===== config.mk =====
export PLATFORM = sky130hd
export DESIGN_NAME = sp_tracker_core
export DESIGN_NICKNAME = d
export VERILOG_FILES = /design/src/rtl/sp_tracker_pkg.sv /design/src/rtl/sp_tracker_core_servo_pwm.sv /design/src/rtl/sp_tracker_core.sv
export SDC_FILE = /design/constraint.sdc
export NUM_CORES = 1
export LEC_CHECK = 0
export ABC_AREA = 1
export CORE_AREA = 2 2 155 172
export CTS_BUF_LIST = sky130_fd_sc_hd__clkbuf_8 sky130_fd_sc_hd__clkbuf_16
export DETAILED_ROUTE_END_ITERATION = 8
export DIE_AREA = 0 0 157 174
export SLEW_MARGIN = 20
export SYNTH_ARGS = -nofsm -noshare
export SYNTH_HDL_FRONTEND = slang
export SYNTH_SLANG_ARGS = --single-unit

===== constraint.sdc =====
create_clock -name CLK -period 9.05 [get_ports CLK]
set_clock_uncertainty 0.2 [all_clocks]
set_input_delay 2.715 -clock CLK [delete_from_list [all_inputs] [get_ports CLK]]
set_output_delay 2.715 -clock CLK [all_outputs]
set_load 0.01 [all_outputs]

===== src/rtl/sp_tracker_pkg.sv =====
// Shared types and helpers for the dual-axis sun tracker: state encodings,
// direction codes, widths and the saturating position step.
package sp_tracker_pkg;

  localparam int POS_W = 8;
  localparam int V_W   = 12;

  localparam logic [POS_W-1:0] POS_CENTRE = 8'd128;

  typedef enum logic [2:0] {
    STAT_MANUAL  = 3'b000,
    STAT_TRACK_H = 3'b001,
    STAT_TRACK_V = 3'b010,
    STAT_HOLD    = 3'b100
  } stat_e;

  localparam logic [1:0] DIR_STOP  = 2'b00;
  localparam logic [1:0] DIR_LEFT  = 2'b01;
  localparam logic [1:0] DIR_RIGHT = 2'b10;
  localparam logic [1:0] DIR_UP    = 2'b01;
  localparam logic [1:0] DIR_DOWN  = 2'b10;

  function automatic logic [POS_W-1:0] step_pos(input logic [POS_W-1:0] pos,
                                                input logic inc, input logic dec);
    step_pos = pos;
    if (inc && (pos != '1))
      step_pos = pos + POS_W'(1);
    else if (dec && (pos != '0))
      step_pos = pos - POS_W'(1);
  endfunction

  // Exactly one of the two buttons gives its code (a -> 01, b -> 10); none or both stops.
  function automatic logic [1:0] jog_dir(input logic a, input logic b);
    return (a ^ b) ? {b, a} : DIR_STOP;
  endfunction

  function automatic logic [1:0] flip_dir(input logic [1:0] d);
    return {d[0], d[1]};
  endfunction

endpackage


===== src/rtl/sp_tracker_core_servo_pwm.sv =====
// One servo PWM channel: free-running frame counter, registered pulse compare
// and a one-cycle tick on the cycle the counter has wrapped to zero.
module servo_pwm
  import sp_tracker_pkg::*;
#(
  parameter int unsigned PWM_PERIOD = 2_000_000,
  parameter int unsigned PULSE_MIN  = 100_000,
  parameter int unsigned PULSE_STEP = 390
) (
  input  logic             CLK,
  input  logic             RST,
  input  logic [POS_W-1:0] pos,
  output logic             pwm,
  output logic             tick
);

  localparam int CNT_W = $clog2(PWM_PERIOD);

  logic [CNT_W-1:0] cnt;
  logic [31:0]      high_len;
  logic             last;

  assign high_len = PULSE_MIN + 32'(pos) * PULSE_STEP;
  assign last     = (cnt == CNT_W'(PWM_PERIOD - 1));

  always_ff @(posedge CLK) begin
    if (RST) begin
      cnt  <= '0;
      pwm  <= 1'b0;
      tick <= 1'b0;
    end else begin
      cnt  <= last ? '0 : cnt + CNT_W'(1);
      tick <= last;
      pwm  <= (32'(cnt) < high_len);
    end
  end

endmodule


===== src/rtl/sp_tracker_core.sv =====
// Dual-axis sun tracker: button synchronisers, manual jog / perturb-and-observe
// FSM and the pan/tilt position registers driving two servo PWM channels.
module sp_tracker_core
  import sp_tracker_pkg::*;
#(
  parameter int unsigned PWM_PERIOD = 2_000_000,
  parameter int unsigned PULSE_MIN  = 100_000,
  parameter int unsigned PULSE_STEP = 390,
  parameter int unsigned HYST       = 16,
  parameter int unsigned DROP       = 256
) (
  input  logic           CLK,
  input  logic           RST,
  input  logic           BTN_L,
  input  logic           BTN_R,
  input  logic           BTN_U,
  input  logic           BTN_D,
  input  logic           BTN_C,
  input  logic [V_W-1:0] V_in,
  output logic [V_W-1:0] max_V_in,
  output logic [1:0]     direction_lr,
  output logic [1:0]     direction_ud,
  output logic           servo_l,
  output logic           servo_r,
  output logic           servo_u,
  output logic           servo_d,
  output logic           SERVO_H,
  output logic           SERVO_V,
  output logic [2:0]     STAT
);

  localparam logic [V_W:0] HYST_X = (V_W + 1)'(HYST);
  localparam logic [V_W:0] DROP_X = (V_W + 1)'(DROP);

  logic [4:0] btn_meta, btn_sync;
  logic       c_prev, c_edge;

  stat_e            state, state_n;
  logic [POS_W-1:0] pos_h, pos_h_n, pos_v, pos_v_n, mv_h, mv_v;
  logic [V_W-1:0]   max_v, max_v_n;
  logic [1:0]       dir_lr, dir_lr_n, dir_ud, dir_ud_n;
  logic [1:0]       cnt_rev, cnt_rev_n;
  logic             tick, tick_h, tick_v;
  logic             gain, worse, dropped;

  always_ff @(posedge CLK) begin
    if (RST) begin
      btn_meta <= '0;
      btn_sync <= '0;
      c_prev   <= 1'b0;
    end else begin
      btn_meta <= {BTN_C, BTN_D, BTN_U, BTN_R, BTN_L};
      btn_sync <= btn_meta;
      c_prev   <= btn_sync[4];
    end
  end

  assign c_edge  = btn_sync[4] & ~c_prev;
  assign mv_h    = step_pos(pos_h, dir_lr[1], dir_lr[0]);
  assign mv_v    = step_pos(pos_v, dir_ud[0], dir_ud[1]);
  assign gain    = (V_in > max_v);
  assign worse   = (({1'b0, V_in} + HYST_X) < {1'b0, max_v});
  assign dropped = (({1'b0, V_in} + DROP_X) < {1'b0, max_v});

  always_ff @(posedge CLK) begin
    if (RST) begin
      state   <= STAT_MANUAL;
      pos_h   <= POS_CENTRE;
      pos_v   <= POS_CENTRE;
      max_v   <= '0;
      dir_lr  <= DIR_STOP;
      dir_ud  <= DIR_STOP;
      cnt_rev <= '0;
    end else begin
      state   <= state_n;
      pos_h   <= pos_h_n;
      pos_v   <= pos_v_n;
      max_v   <= max_v_n;
      dir_lr  <= dir_lr_n;
      dir_ud  <= dir_ud_n;
      cnt_rev <= cnt_rev_n;
    end
  end

  // A centre-button edge always beats a coincident tick, so no move happens that frame.
  always_comb begin
    state_n   = state;
    pos_h_n   = pos_h;
    pos_v_n   = pos_v;
    max_v_n   = max_v;
    dir_lr_n  = dir_lr;
    dir_ud_n  = dir_ud;
    cnt_rev_n = cnt_rev;
    unique case (state)
      STAT_MANUAL: begin
        dir_lr_n = jog_dir(btn_sync[0], btn_sync[1]);
        dir_ud_n = jog_dir(btn_sync[2], btn_sync[3]);
        if (c_edge) begin
          state_n   = STAT_TRACK_H;
          max_v_n   = V_in;
          dir_lr_n  = DIR_RIGHT;
          dir_ud_n  = DIR_STOP;
          cnt_rev_n = '0;
        end else if (tick) begin
          pos_h_n = mv_h;
          pos_v_n = mv_v;
        end
      end
      STAT_TRACK_H, STAT_TRACK_V: begin
        if (c_edge) begin
          state_n   = STAT_MANUAL;
          dir_lr_n  = DIR_STOP;
          dir_ud_n  = DIR_STOP;
          cnt_rev_n = '0;
        end else if (tick) begin
          if (gain)
            max_v_n = V_in;
          if (state == STAT_TRACK_H) begin
            pos_h_n = mv_h;
            if (worse || (mv_h == '0) || (mv_h == '1)) begin
              if (cnt_rev == 2'd1) begin
                state_n   = STAT_TRACK_V;
                dir_lr_n  = DIR_STOP;
                dir_ud_n  = DIR_UP;
                cnt_rev_n = '0;
              end else begin
                dir_lr_n  = flip_dir(dir_lr);
                cnt_rev_n = cnt_rev + 2'd1;
              end
            end
          end else begin
            pos_v_n = mv_v;
            if (worse || (mv_v == '0) || (mv_v == '1)) begin
              if (cnt_rev == 2'd1) begin
                state_n   = STAT_HOLD;
                dir_ud_n  = DIR_STOP;
                cnt_rev_n = '0;
              end else begin
                dir_ud_n  = flip_dir(dir_ud);
                cnt_rev_n = cnt_rev + 2'd1;
              end
            end
          end
        end
      end
      STAT_HOLD: begin
        if (c_edge) begin
          state_n   = STAT_MANUAL;
          dir_lr_n  = DIR_STOP;
          dir_ud_n  = DIR_STOP;
          cnt_rev_n = '0;
        end else if (tick && dropped) begin
          state_n   = STAT_TRACK_H;
          max_v_n   = V_in;
          dir_lr_n  = DIR_RIGHT;
          cnt_rev_n = '0;
        end
      end
      default: state_n = STAT_MANUAL;
    endcase
  end

  servo_pwm #(.PWM_PERIOD(PWM_PERIOD), .PULSE_MIN(PULSE_MIN), .PULSE_STEP(PULSE_STEP)) u_pwm_h (
    .CLK (CLK),
    .RST (RST),
    .pos (pos_h),
    .pwm (SERVO_H),
    .tick(tick_h)
  );

  servo_pwm #(.PWM_PERIOD(PWM_PERIOD), .PULSE_MIN(PULSE_MIN), .PULSE_STEP(PULSE_STEP)) u_pwm_v (
    .CLK (CLK),
    .RST (RST),
    .pos (pos_v),
    .pwm (SERVO_V),
    .tick(tick_v)
  );

  // Both counters leave reset together, so their ticks coincide.
  assign tick = tick_h & tick_v;

  assign max_V_in     = max_v;
  assign direction_lr = dir_lr;
  assign direction_ud = dir_ud;
  assign servo_l      = (dir_lr == DIR_LEFT);
  assign servo_r      = (dir_lr == DIR_RIGHT);
  assign servo_u      = (dir_ud == DIR_UP);
  assign servo_d      = (dir_ud == DIR_DOWN);
  assign STAT         = state;

endmodule


# Word-level counts from Yosys, hierarchy flattened
# Cells that the tools add are included.
totals:
  regBits: 94
  latch_bits: 0
  mem_bits_rw: 0
  mem_bits_ro: 0
  output_inout_bits: 25
  mem_count: 0
op_classes:
  n_addsub: 11
  n_mul: 2
  n_div: 0
  order_cmp: 5
  eq_ne: 33
  shifts: 0
  mux: 64
  bitwise: 5
  reduce_logical: 26
ops:
  columns: ["operator", "n"]
  rows:
  - ["$mux 8", 14]
  - ["$mux 12", 6]
  - ["$lt 21x32->1", 2]
  - ["$mux 2", 27]
  - ["$add 21x1->21 const B", 2]
  - ["$eq 21x21->1 const B", 2]
  - ["$add 17x17->18 const A", 2]
  - ["$pmux 12 s3", 1]
  - ["$mul 8x8->16 const B", 2]
  - ["$pmux 8 s2", 2]
  - ["$mux 3", 10]
  - ["$reduce_and 6->1", 5]
  - ["$lt 13x12->1", 2]
  - ["$ne 2x2->1 const B", 11]
  - ["$pmux 2 s3", 3]
  - ["$add 8x1->8 const B", 2]
  - ["$eq 8x8->1 const B", 2]
  - ["$logic_not 8->1", 2]
  - ["$ne 8x8->1 const B", 2]
  - ["$reduce_bool 8->1", 2]
  - ["$sub 8x1->8 const B", 2]
  - ["$ne 3x3->1 const B", 5]
  - ["$add 12x5->13 const B", 1]
  - ["$add 12x9->13 const B", 1]
  - ["20 further kinds", 36]

# Depth between registers and ports, before layout
# Gate-level depths: netlist of the first run.
logic_depth:
  depth_word: 12
  mapped_depth: 26

# Hierarchy
# A second synthesis of the first run with hierarchy kept.
unflattened:
  hier_cells: 1468
  hier_area_um2: 9771.9
modules_own_cells:
  columns: ["mod", "n_inst", "cells_per_inst", "area_per_inst_um2", "seq_area_each_um2"]
  rows:
  - ["sp_tracker_core", 1, 633, 3943.8, 960.9]
  - ["servo_pwm at u_pwm_h", 1, 422, 2935.3, 460.4]
  - ["servo_pwm at u_pwm_v", 1, 413, 2892.8, 460.4]

# Worst setup path before layout of the first run
# OpenSTA, ideal clock, no wires.
synth_timing:
  path_kind: "input to register"
  startpoint: "in V_in[4]"
  endpoint: "reg cnt_rev[0]"
  setup_ns: 0.115
  t_arrival_ns: 4.603
  t_required_ns: 8.735
  setup_slack_ns: 4.132
  stages: 15
  path_buffers: 0
  path_cell_list: "ha_1 -> nand3_1 -> xor2_1 -> ha_1 -> nand2_1 -> o21ai_0 -> nor2_1 -> o21ai_0 -> nor2_1 -> nor2_1 -> nand3_4 -> nor2_4 -> nor2_8 -> a21oi_1 -> nor2_1"
synth_via:
  elab_chain_len: 6
  elab_cells_between_ends: 13
  cone_classes: "add/sub: 2; order compare: 2; eq/ne: 3; reduce/logical: 6"
synth_rtl:
  columns: ["item", "line_no", "text"]
  rows:
  - ["start, declared", "sp_tracker_core.sv:19", "input logic [V_W-1:0] V_in,"]
  - ["$add 12x5->13", "sp_tracker_core.sv:62", "assign worse = (({1'b0, V_in} + HYST_X) < {1'b0, max_v});"]
  - ["$lt 13x12->1", "sp_tracker_core.sv:62", null]
  - ["$logic_or 1x1->1, on equally long branches (2 in a row)", "sp_tracker_core.sv:120, sp_tracker_core.sv:133", null]
  - ["$ne 4x4->1 (no line)", null, null]
  - ["$reduce_and 6->1 (no line) *", null, null]
  - ["end signal, assigned", "sp_tracker_core.sv:81", "cnt_rev <= cnt_rev_n;"]
  - ["end, declared", "sp_tracker_core.sv:42", "logic [1:0] cnt_rev, cnt_rev_n;"]
# Every way passes the cells marked *; elsewhere a longest branch is shown, timed or not.
# A chain may end at the register's enable or synchronous reset.

# Final worst setup path of the first run
# Same ends and word-level chain as after synthesis.

==> results.yml, run 1 <==
status:
  status: "complete, no violations"
logic_synthesis:
  synthArstFlopShare_pct: 0
  syn-cell-area_mm2: 0.00909
  synth-edff-count: 0
  synth-main-ff-cell: "dfxtp_1"
  seq_area_frac_synth_pct: 20.7
  yosysUniqueCellTypes: 59
  syn_nets: 1491
  netlist_instances: 1304
  postSynthAreaPerCell_um2: 6.97
  ys_seq_elements: 94
  yosys_warnings: 0
route:
  vias_per_cell: 4.76
  wl_mm: 20.3
  post_drt_wl_per_cell_um: 12.0
  dr.pass1.iters: 5
  drtAntennaViolNets: 0
  drt_first_iter_violations: 376
  drc: 0
  dr_total_vias: 8099
floorplan:
  row_count: 62
  die-area_mm2: 0.0273
  floorplan.initialDensity_pct: 35.4
  die_w_um: 157
  coreArea_mm2: 0.0257
  io_pins: 44
  die_y_um: 174
clocking:
  cts_hold_buf: 0
  cts_tree: "yes"
  clock-sinks: 94
  post_cts_buffers: 0
  clk_pin_slew_ns: 0.07
  htree_levels: 3
  insertion_delay_ns: 0.36
  cts_root_buffer: "clkbuf_16"
  numCtsBuffers: 9
  ctsResizeCount: 0
  cts_buffer_depth: 2
sta:
  rsz0062_at_grt: "false"
  setup_slack_ns: 3.59
  fin_crit_sh_pct: 60.4
  setup_viol: 0
  timing.fmax_mhz: 183
  hold_viol: 0
  final_max_slew_viol_count: 0
  holdWs_ns: 0.196
  worst_pin_slew_ns: 0.998
  maxSlewHeadroom_pct: 33.0
  fin_tns_setup_ns: 0
  layout_min_cycle_time_ns: 5.46
place:
  place.port_buffers: 43
  dp_hpwl_mm: 16.5
  gp_congestion: 0.870
  place_inst: 1687
  place_ws_ns: 3.23
final_layout:
  area_growth_pct: 12.2
  nNetsFinal: 1533
  fill_cells: 2657
  drive_above_1_share_pct: 5.70
  antenna_cells: 0
  fin_cells: 1702
power_and_ir_drop:
  power.density_mw_per_mm2: 166
  p_leak_nw: 4.94
  p_total_mw: 1.69
  irDropWorstVdd_mv: 0.104
critical_path:
  crit_family: "simple AND/OR/NAND/NOR gates"
  cp_max_fo: 5
  crit_top_cell: "nor2_1"
  worstPathCellList: "clkdlybuf4s50_1, ha_1, nand3_1, xor2_1, ha_1, nand2_1, o21ai_0, nor2_1, o21ai_0, nor2_1, nor2_1, nand3_4, nor2_4, nor2_8, a21oi_1, nor2_1"
  crit_buf_inv: 1
  ff2ff_path_depth: 24
  worstPathRequired_ns: 9.10
  r2r_slack_ns: 3.97
  max_stage_delay_ns: 0.57
  critPathLaunchType: "primary input"
  r2r_start: "pos_v[2]"
  crit_type: "in -> reg"
  worstPathArrival_ns: 5.51
  cp-end-kind: "register"
  crit_slowest_cell: "clkdlybuf4s50_1"
  r2r_end: "u_pwm_v.pwm"
flow_run:
  drv_cap: 0
min_path:
  min_from: "btn_meta[2]"
  min_path_type: "reg -> reg"
  hold-path-cell-count: 2
  whs_endpoint: "btn_sync[2]"
grt:
  grt_max_degree: 30
  antenna_found_initial: 0
  grt_pass1_vias: 7784
  grt_pass1_wl_mm: 35.5
  overflow: 0
  track_usage_pct: 15.6
[routing by layer]
layer	part of all wire, %	GRT usage, %	up-vias	wire length (um)
li1	-	-	4348	-
met3	2.5	2.04	15	510
met4	1.1	3.63	0	214
met5	0	0	-	0
met1	49	20.4	3647	9920
met2	48	27.0	89	9700
[Yosys cell counts, types with 10 or more instances]
| library cell | n | area [um^2] |
|---|---|---|
| a21oi_1 | 82 | 410 |
| dfxtp_1 | 94 | 1880 |
| ha_1 | 160 | 2000 |
| inv_1 | 188 | 706 |
| nand2_1 | 273 | 1020 |
| nand2_2 | 10 | 62.6 |
| nand3_1 | 74 | 370 |
| nand4_1 | 28 | 175 |
| nor2_1 | 144 | 541 |
| nor2_2 | 13 | 81.3 |
| nor3_1 | 17 | 85.1 |
| o21ai_0 | 43 | 215 |
| xnor2_1 | 20 | 175 |
| xor2_1 | 43 | 377 |
[worst max-delay path by stage]
stage                       start    endpoint  slack, ns  depth (start not counted)
after floorplan           V_in[4]  cnt_rev[0]       4.13                         15
after global placement    V_in[4]  cnt_rev[0]       3.28                         16
after detailed placement  V_in[4]  cnt_rev[0]       3.23                         16
after CTS                 V_in[4]  cnt_rev[0]       3.61                         17
after global routing      V_in[4]  cnt_rev[1]       3.28                         17
final                     V_in[4]  cnt_rev[0]       3.59                         16
[state kept, by name, summed over array words and instances (netlist names), 3 cells and up]
| register | cells |
|---|---|
| btn_meta | 5 |
| btn_sync | 5 |
| u_pwm_v.cnt | 21 |
| max_V_in | 12 |
| u_pwm_h.cnt | 21 |
| STAT | 3 |
| pos_v | 8 |
| pos_h | 8 |
[power by group]
part / internal (mW) / switching [mW]
clock network: 0.215 / 0.172
logic: 0.308 / 0.496
registers: 0.460 / 0.0373
[final cells by class]
| type | count | area (um^2) | area share, % |
|---|---|---|---|
| Multi-Input combinational cell | 1000 | 6400 | 62.8 |
| Sequential cell | 94 | 1880 | 18.5 |
| Inverter | 197 | 739 | 7.25 |
| Tap cell | 352 | 440 | 4.32 |
| Timing Repair Buffer | 44 | 438 | 4.30 |
| Clock buffer | 9 | 225 | 2.21 |
| Clock inverter | 6 | 71.3 | 0.700 |
[tightest hold or removal path: stages (launching register included)]
cell and delay [ns]:
dfxtp_1 0.30, inv_1 0.04, nor2_1 0.03
[through the flow]
| stage | utilization (%) | area [um^2] |
|---|---|---|
| after floorplan | - | 9090 |
| after detailed placement | 38.5 | 9900 |
| final | 39.7 | 10200 |
| after global placement | 38.5 | 9900 |
| after CTS | 39.7 | 10200 |
| after global routing | 39.7 | 10200 |
[cells by family (layout without fill, tap and decap cells)]
group	count (synthesis)	in the layout	share of synthesized area, %
flip-flops	94	94	20.7
adder cells (fa/ha/maj)	168	168	23.8
XOR/XNOR	63	63	6.07
AND/OR/NAND/NOR	606	606	30.2
AO/OA/AOI/OAI	163	163	10.3
buffers and inverters	210	256	8.91
[cell usage in the layout (no fill, tap or decap), types with 3 or more instances in the layout]
cell type and n:
nand2_1 273, dfxtp_1 94, nor3_2 5, nand4_1 28, a21oi_1 82, nor2_2 13
nand3_1 74, nor2_1 144, o211ai_1 7, inv_2 8, xnor2_1 20, nor3_1 17
nor3b_1 8, nand2_2 10, o21a_1 3, nor4_1 6, o2111ai_1 3, inv_1 188
nand3_2 5, ha_1 160, clkdlybuf4s50_1 43, o21ai_1 3, nand3b_1 3, or2_2 6
clkbuf_16 9, o21ai_0 43, xor2_1 43, fa_1 8
No activity file was read; power rests on OpenSTA's default activity.
==> run 2, diff against run 1 <==
Clock period 9.05 ns to 5.3 ns, I/O delays scaled along.
==> run 2 against run 1 <==
Net effect: global-route usage down 0.14 points; routed wire length down 0.78%; combinational power up 72%; clock power up 86%; flip-flop and latch count unchanged; highest routed layer unchanged.
==> results.yml, run 2 (synthesis results as in run 1) <==
place:
  place_inst: 1688
  gp_congestion: 0.892
  dp_hpwl_mm: 16.5
  place.port_buffers: 43
critical_path:
  critPathLaunchType: "register"
  r2r_start: "pos_v[2]"
  crit_family: "adder cells"
  ff2ff_path_depth: 24
  crit_buf_inv: 5
  worstPathArrival_ns: 4.91
  r2r_end: "u_pwm_v.pwm"
  worstPathCellList: "inv_1, ha_1, ha_1, ha_1, inv_1, fa_1, inv_1, ha_1, inv_1, o21ai_0, nand3_1, nand3_1, a21boi_0, xor2_1, inv_1, nand3b_1, xor2_1, ha_1, nand2_1, nor2_1, o211ai_1, o2111ai_1, nand4_1, and3_1"
  max_stage_delay_ns: 0.53
  worstPathRequired_ns: 5.35
  crit_slowest_cell: "fa_1"
  r2r_slack_ns: 0.44
  cp_max_fo: 6
  cp-end-kind: "register"
  startpoint: "pos_v[2]"
  crit_type: "reg -> reg"
clocking:
  cts_tree: "yes"
  ctsResizeCount: 0
  htree_levels: 3
  cts_hold_buf: 0
  clock-sinks: 94
  insertion_delay_ns: 0.36
  cts_buffer_depth: 2
  post_cts_buffers: 0
  clk_pin_slew_ns: 0.08
  numCtsBuffers: 9
  cts_root_buffer: "clkbuf_16"
sta:
  final_max_slew_viol_count: 0
  holdWs_ns: 0.193
  maxSlewHeadroom_pct: 40.4
  timing.fmax_mhz: 206
  layout_min_cycle_time_ns: 4.86
  hold_viol: 0
  rsz0062_at_grt: "false"
  fin_crit_sh_pct: 91.7
  worst_pin_slew_ns: 0.887
  setup_viol: 0
  fin_tns_setup_ns: 0
final_layout:
  nNetsFinal: 1534
  area_growth_pct: 12.5
  antenna_cells: 0
  layout_commonest_cell: "nand2_1"
  final_cell_mix: "nand2_1, inv_1, ha_1"
  fin_cells: 1704
  drive_above_1_share_pct: 5.77
  fill_cells: 2660
  final_core_util_pct: 39.8
  seq_area_mm2: 0.00188
  multi_input_area_mm2: 0.00640
route:
  drt_first_iter_violations: 402
  drc: 0
  dr_total_vias: 8147
  drtAntennaViolNets: 0
  post_drt_wl_per_cell_um: 11.8
  dr.pass1.iters: 4
  wl_mm: 20.2
  vias_per_cell: 4.78
status:
  status: "complete, no violations"
floorplan:
  row_count: 62
  floorplan.initialDensity_pct: 35.4
  die_y_um: 174
  coreArea_mm2: 0.0257
  io_pins: 44
  die-area_mm2: 0.0273
  die_w_um: 157
grt:
  track_usage_pct: 15.4
  grt_pass1_wl_mm: 35.2
  antenna_found_initial: 0
  grt_max_degree: 30
  overflow: 0
  grt_pass1_vias: 7763
power_and_ir_drop:
  power.density_mw_per_mm2: 288
  irDropWorstVdd_mv: 0.155
  p_leak_nw: 4.96
min_path:
  whs_endpoint: "btn_sync[2]"
  min_from: "btn_meta[2]"
  min_path_type: "reg -> reg"
  hold-path-cell-count: 2
flow_run:
  drv_cap: 0
run 2: cell count changes in the layout (fill, tap and decap cells not counted), sizes merged:
| cell | delta |
|---|---|
| buf | +1 |
| bufinv | +1 |
run 2: worst max path at each step:
| stage | slack [ns] | cells after the start | endpoint |
|---|---|---|---|
| final | 0.44 | 24 | u_pwm_v.pwm |
| after global routing | 0.005 | 24 | u_pwm_v.pwm |
| after CTS | 0.42 | 24 | u_pwm_v.pwm |
| after detailed placement | 0.44 | 24 | u_pwm_v.pwm |
| after global placement | 0.55 | 24 | u_pwm_v.pwm |
| after floorplan | 0.81 | 24 | u_pwm_v.pwm |
run 2: layer usage:
layer	global-route usage (%)	up-vias	share of wire (%)
met3	1.80	19	2.5
met5	0	-	0
met4	4.09	0	1.3
met2	27.0	101	49
met1	19.9	3683	48
li1	-	4344	-
run 2: worst reg2reg max path, stage by stage (launching register included):
cell       delay (ns)
dfxtp_1          0.46
inv_1            0.14
ha_1             0.29
ha_1             0.31
ha_1             0.28
inv_1            0.05
fa_1             0.53
inv_1            0.04
ha_1             0.35
inv_1            0.13
o21ai_0          0.09
nand3_1          0.07
nand3_1          0.12
a21boi_0         0.26
xor2_1           0.24
inv_1            0.06
nand3b_1         0.12
xor2_1           0.08
ha_1             0.30
nand2_1          0.07
nor2_1           0.14
o211ai_1         0.12
o2111ai_1        0.09
nand4_1          0.09
and3_1           0.14
run 2: metrics by stage:
step / setup slack, ns / cell area, um^2 / total power [mW]
2_1_floorplan: 0.806 / 9090 / 1.89
3_3_place_gp: 0.551 / 9910 / 2.22
3_5_place_dp: 0.436 / 9910 / 2.25
4_1_cts: 0.422 / 10200 / 2.97
5_1_grt: 0.00549 / 10200 / 3.21
6_report: 0.440 / 10200 / 2.94
run 2: power by group:
| part | internal (mW) | total [mW] | leakage (nW) | switching, mW |
|---|---|---|---|---|
| sequential | 0.785 | 0.846 | 0.765 | 0.0606 |
| clock | 0.416 | 0.719 | 0.155 | 0.303 |
| combinational | 0.528 | 1.38 | 4.04 | 0.849 |
run 2: cell type report:
type                            count  share of cell area (%)
Sequential cell                    94                    18.4
Timing Repair Buffer               45                    4.35
Multi-Input combinational cell   1000                    62.5
Tap cell                          352                    4.31
Clock buffer                        9                    2.20
Inverter                          197                    7.23
Clock inverter                      7                   0.966
